<file path="src/rtl/font_rom_arbiter.sv">
// Round-robin share of one font ROM read port among NUM_REQ renderers; response returns 2 cycles after req&gnt.
// No backpressure: one grant per cycle, responses cannot stall, requesters wait for gnt while holding req/addr.
module font_rom_arbiter #(
  parameter int NUM_REQ    = 4,
  parameter int ADDR_WIDTH = 6,
  parameter int DATA_WIDTH = 3,
  parameter int ID_WIDTH   = $clog2(NUM_REQ)
) (
  input  logic                          clk,
  input  logic                          reset_n,
  input  logic [NUM_REQ-1:0]            req,
  input  logic [NUM_REQ*ADDR_WIDTH-1:0] req_addr,
  output logic [NUM_REQ-1:0]            gnt,
  output logic [ADDR_WIDTH-1:0]         rom_addr,
  input  logic [DATA_WIDTH-1:0]         rom_dout,
  output logic                          rsp_valid,
  output logic [ID_WIDTH-1:0]           rsp_id,
  output logic [DATA_WIDTH-1:0]         rsp_data
);

  typedef struct packed {
    logic                vld;
    logic [ID_WIDTH-1:0] id;
  } stage_t;

  logic [ID_WIDTH-1:0]   ptr;
  logic [ID_WIDTH-1:0]   gnt_idx;
  logic [ID_WIDTH-1:0]   ptr_nxt;
  logic                  xfer;
  logic [ADDR_WIDTH-1:0] gnt_addr;
  stage_t                s1;
  stage_t                s2;

  // Search upward from ptr; the index is folded back below NUM_REQ so
  // non-power-of-two builds never select a nonexistent requester.
  always_comb begin
    int idx;
    idx     = 0;
    gnt     = '0;
    gnt_idx = '0;
    xfer    = 1'b0;
    for (int k = 0; k < NUM_REQ; k++) begin
      idx = int'(ptr) + k;
      if (idx >= NUM_REQ) idx = idx - NUM_REQ;
      if (!xfer && req[idx]) begin
        xfer    = 1'b1;
        gnt_idx = ID_WIDTH'(idx);
      end
    end
    if (xfer) gnt[gnt_idx] = 1'b1;
  end

  assign gnt_addr = req_addr[int'(gnt_idx)*ADDR_WIDTH +: ADDR_WIDTH];
  assign ptr_nxt  = (gnt_idx == ID_WIDTH'(NUM_REQ-1)) ? '0 : gnt_idx + ID_WIDTH'(1);

  always_ff @(posedge clk or negedge reset_n) begin
    if (!reset_n) begin
      ptr      <= '0;
      rom_addr <= '0;
      s1       <= '0;
      s2       <= '0;
    end else begin
      if (xfer) begin
        ptr      <= ptr_nxt;
        rom_addr <= gnt_addr;
      end
      s1.vld <= xfer;
      s1.id  <= xfer ? gnt_idx : s1.id;
      s2     <= s1;
    end
  end

  // ROM data is already one cycle behind rom_addr, which lines up with s2.
  assign rsp_valid = s2.vld;
  assign rsp_id    = s2.id;
  assign rsp_data  = rom_dout;

endmodule

</file>
<file path="config.mk">
export PLATFORM = sky130hd
export DESIGN_NAME = font_rom_arbiter
export DESIGN_NICKNAME = d
export VERILOG_FILES = /design/src/rtl/font_rom_arbiter.sv
export SDC_FILE = /design/constraint.sdc
export NUM_CORES = 1
export LEC_CHECK = 0
export CORE_ASPECT_RATIO = 0.9
export CORE_MARGIN = 2
export CORE_UTILIZATION = 36
export DETAILED_ROUTE_END_ITERATION = 10
export PLACE_DENSITY = 0.82
export SYNTH_ARGS = -nofsm -noshare
export SYNTH_HDL_FRONTEND = slang
export SYNTH_SLANG_ARGS = --single-unit
</file>
<file path="constraint.sdc">
create_clock -name clk -period 2.9 [get_ports clk]
set_input_delay 0.58 -clock clk [delete_from_list [all_inputs] [get_ports clk]]
set_output_delay 0.58 -clock clk [all_outputs]
set_load 0.02 [all_outputs]
</file>
# Yosys cells after proc, flatten, opt, wreduce, memory -nomap -nowiden
# Cells that the tools add are included.
# op_classes
magnitude_cmp	10
eq_ne	1
shift	1
n_mul	1
muxes	28
n_reduce_logical	7
n_addsub	8
# op_table
cell	count
32-bit by 4-bit < comparator with 1-bit output, second input constant	4
32-bit 2-to-1 mux	4
24-bit by 6-bit indexed part select with 6-bit output	1
1-bit 2-to-1 mux	13
3-bit by 3-bit subtractor with 4-bit output, second input constant	3
2-bit 2-to-1 mux	5
3-bit greater-or-equal comparator, second input constant	3
1-bit binary-select mux with 2-bit select	4
2-bit by 2-bit adder with 3-bit output, second input constant	2
1-bit logical AND	4
2-bit by 2-bit multiplier with 4-bit output, second input constant	1
4-bit 2-to-1 mux	1
2-bit by 3-bit subtractor with 4-bit output, second input constant	1
2-bit by 1-bit adder with 3-bit output, second input constant	1
2-bit by 3-bit greater-or-equal comparator with 1-bit output, second input constant	1
1-bit logical NOT	3
2-bit by 3-bit < comparator with 1-bit output, second input constant	1
2-bit by 1-bit adder with 2-bit output, second input constant	1
1-bit demux with 2-bit select	1
2-bit == test, second input constant	1
2-bit by 1-bit greater-or-equal comparator with 1-bit output, second input constant	1
# totals
ff_bits	14
wordCells	62
inputBits	33
out_inout_bits	16

# Logic depth before layout (Yosys ltp)
# depth
ltp_word	20
mapped_depth	9
depth_no_buf	7

# Worst setup path after synthesis
# Ideal clock, no wire load.
# synth_path
path_kind	input port to output port
from	input req[0]
to	output gnt[3]
slack_ns	0.113
required_ns	2.320
arrival_time_ns	2.207
cell_stages	8
path_buffers	2
cell_sequence	and2b_4 > or4_4 > and2_4 > buf_6 > buf_8 > inv_1 > ha_1 > nor2b_1
# synth_via
elab_chain_len	18
elab_cells_between_ends	32
classes_between	order compare (2); mux (23); reduce/logical (7)
# synth_rtl
item	line_no	rtl
from (decl)	11	input logic [NUM_REQ-1:0] req,
1-bit binary-select mux with 2-bit select	45	if (!xfer && req[idx]) begin
1-bit 2-to-1 mux (not written as such) (2 in series)	45	
1-bit 2-to-1 mux	45	
1-bit logical NOT	45	
1-bit logical AND	45	
1-bit 2-to-1 mux	45	
1-bit logical NOT	45	
1-bit logical AND	45	
1-bit 2-to-1 mux	45	
1-bit logical NOT	45	
1-bit logical AND	45	
2-bit 2-to-1 mux	45	
2-bit by 3-bit < comparator with 1-bit output (not written as such) / 2-bit by 1-bit greater-or-equal comparator with 1-bit output (equally long branches)	50	if (xfer) gnt[gnt_idx] = 1'b1;
1-bit logical AND (not written as such)	50	
1-bit 2-to-1 mux (not written as such)	50	
1-bit demux with 2-bit select	50	
4-bit 2-to-1 mux (*)	50	
to (decl)	13	output logic [NUM_REQ-1:0] gnt,
# Mark *: on every way between the ends. The rest lies on a longest branch, timed or not. The select of a mux whose other input is x is not followed.

# Final worst setup path
# Ends and elaborated chain as after synthesis.

==> key figures <==
Status
  • Status: complete, no violations

Yosys
  • Yosys warnings: 0
  • Post-Synth Simple-Gate Area: 0.1791
  • Syn nets: 115
  • Register area share after synthesis: 0.4361
  • Synth Area in XOR/XNOR: 0
  • Mapped Cells: 81
  • Post-synth top area share: 0.4361
  • Post-synthesis cell area: 803.3 um^2
  • Synth area leader: dfrtp_1
  • Post-Synth Adder-Cell Area: 0.01558
  • Main combinational cell family by area after synthesis: compound AO/OA/AOI/OAI gates
  • Netlist cell types: 26
  • Syn Area/Cell: 9.917 um^2
  • Compound-Gate Fraction of Synth Area: 0.1854
  • Synth Register Bits: 14
  • Dominant cells by area after synthesis: dfrtp_1 (44%), mux2i_1 (10%), a211oi_1 (7.5%)
  • Mux cell area share after synthesis: 0.09969

Power and ir drop
  • Leakage Power: 0.6119 nW
  • VDD IR max: 0.5200 mV
  • Pwr/cell area: 826.5 nW/um^2

Die
  • I/O pin total: 49
  • Die width: about 54 um
  • Die Y: ~49 um
  • # rows: 16
  • Die Area: around 2600 um^2
  • Core region area: 2142 um^2
  • Initial Util: 0.3750

Clocking
  • CTS clock-pin slew for the worst setup and hold paths: 0.08 ns
  • Post-CTS Setup Bufs: 0
  • Worst skew pair latency: between 0.2 and 0.3 ns
  • Total CTS buffers: 3
  • Clock Sink Count: 14
  • CTS tree: done
  • CTS root buf: clkbuf_4
  • CTS Buffer Depth: 2
  • CTS HTree Levels: 1

Cells and area
  • Commonest non-fill, non-tap cell in the layout: clkdlybuf4s50_1
  • Post-layout util: 0.6244
  • Share of cells above drive strength 1: 0.2090
  • Fill cell count: 191
  • FF/Latch Area: 350.3 um^2
  • Most frequent cells in the layout: clkdlybuf4s50_1 (34), dfrtp_1 (14), buf_4 (13), nor2_1 (11)
  • Multi-input gate area: 402.9 um^2
  • Antenna diodes: 0
  • Final net count: 170
  • Area delta synth->final: 66.51%

Timing
  • Minimum clock period: between 2 and 3 ns
  • Final Setup Violations: 0
  • Rel. slew slack: 0.5223
  • Final Worst Setup Slack: ~0.15 ns
  • Crit share post-route: 0.9494
  • Worst Skew: about 0.0024 ns
  • Worst hold slack: 0.3651 ns
  • Tightest Pin Transition: 0.7101 ns
  • Fmax: 363.2 MHz
  • RSZ-0062 raised after global routing: false
  • Hold Vio Cnt, Final: 0
  • Final slew viol count: 0

Routing
  • Antenna Nets Post-Route: 0
  • Post-DR vias/cell: 4.950
  • Drt drc: 0
  • DR iter-0 viols: 10
  • Total iterations of the first detailed-routing run: 4
  • Wire length per cell: 13.50 um
  • Via Count: 797
  • Routed wire length: 2173 um

Worst hold path
  • Hold Crit Class: flop to flop

Placement
  • Routability congestion estimate from global placement: 0.7409
  • IO buf count: 42
  • DP Worst Slack: -0.5076 ns
  • DP HPWL: 1725 um

Setup path
  • Crit-path max FO: 3
  • Critical Path RT: 2.32 ns
  • Setup CP Type: input pin to primary output
  • R2R setup slack: 1.00 ns
  • Critical Path Start Type: input pin
  • Nature of the critical path endpoint: primary output
  • CP arrival: 2.17 ns

GRT
  • Total grt overflow: 0
  • Gr usage total: 0.1834
  • Largest net degree at the start of global routing: 15
  • Initial antenna violation count: 0
  • Vias in the first global route: a little over 800
  • First-pass GRT wire length: 3553 um

Job
  • Max capacitance violation total: 0
## path summary, 6_finish.rpt
check	from	end	depth (start not counted)
hold reg to reg	s1[2]	rsp_valid	0
setup / recovery	req[0]	gnt[3]	8
max in group asynchronous	reset_n	rom_addr[5]	1
setup reg to reg	ptr[0]	rom_addr[1]	6
min in group asynchronous	reset_n	rsp_valid	1
hold / removal	s1[2]	rsp_valid	0
## per-stage QoR
step / cells / cell area, um^2 / TNS, ns / power, W
6_report: 161 / 1338 / 0 / 0.001105
5_1_grt: 161 / 1338 / 0 / 0.001184
4_1_cts: 161 / 1329 / 0 / 0.001107
3_5_place_dp: 158 / 1306 / -1.627 / 0.001004
3_3_place_gp: 158 / 1306 / -1.482 / 0.0009870
2_1_floorplan: 81 / 803.3 / 0 / 0.0007138
## layer usage
layer  routed length, um  global-route usage  vias up
met5                   0                   0        -
met4                  15             0.06838        0
met3                 179             0.05215        2
met2                1055              0.3008       38
met1                 924              0.2222      363
li1                    -                   -      394
## Yosys cell counts
master	count
buf_8	1
o22ai_1	1
o21ai_0	2
buf_6	1
a21boi_0	4
o31ai_1	1
nand2b_1	1
or4_4	1
clkinv_1	1
nor4_1	1
dfrtp_1	14
a211oi_1	8
nor2b_1	2
nand2_1	7
mux2i_1	8
nor2_1	11
inv_1	4
o21a_1	1
buf_4	3
and2b_1	1
and2_4	1
or4b_4	1
a21oi_1	2
ha_1	1
o221ai_1	2
and2b_4	1
## flip-flops by register name, summed over array words and instances, names as in the netlist
register   flops
rom_addr       6
s1             3
ptr            2
rsp_id         2
rsp_valid      1
## cell type report
type,instances,share of cell area
Timing Repair Buffer,55,0.3807
Inverter,5,0.01403
Clock buffer,3,0.01684
Sequential cell,14,0.2619
Multi-Input combinational cell,57,0.3012
Tap cell,27,0.02526
## where the power goes
part | total [W] | switching (W) | leakage, nW | internal (W)
sequential | 0.000325 | 0.0000477 | 0.159 | 0.000277
clock | 0.000109 | 0.0000605 | 0.0138 | 0.0000480
combinational | 0.000672 | 0.000323 | 0.439 | 0.000349
total | 0.00111 | 0.000432 | 0.612 | 0.000674
## critical path: stages
cell and delay [ns]:
dlygate4sd2_1 0.28, and2b_4 0.19, or4_4 0.48, and2_4 0.19, inv_2 0.05, ha_2 0.16, nor2b_4 0.13, buf_6 0.12
## cells by family after synthesis
logic type                 after synthesis
and+or+nand+nor                         27
muxes                                    8
DFF                                     14
adders and majority gates                1
buffers and inverters                   10
AOI/OAI and AO/OA                       21
## repair_timing
action                                 in CTS  in global routing
resized for setup                          20                  8
endpoints found under the hold margin       0                  0
setup endpoints to repair                   4                  4
hold buffers                                0                  0
(Power assumes the default switching activity.)
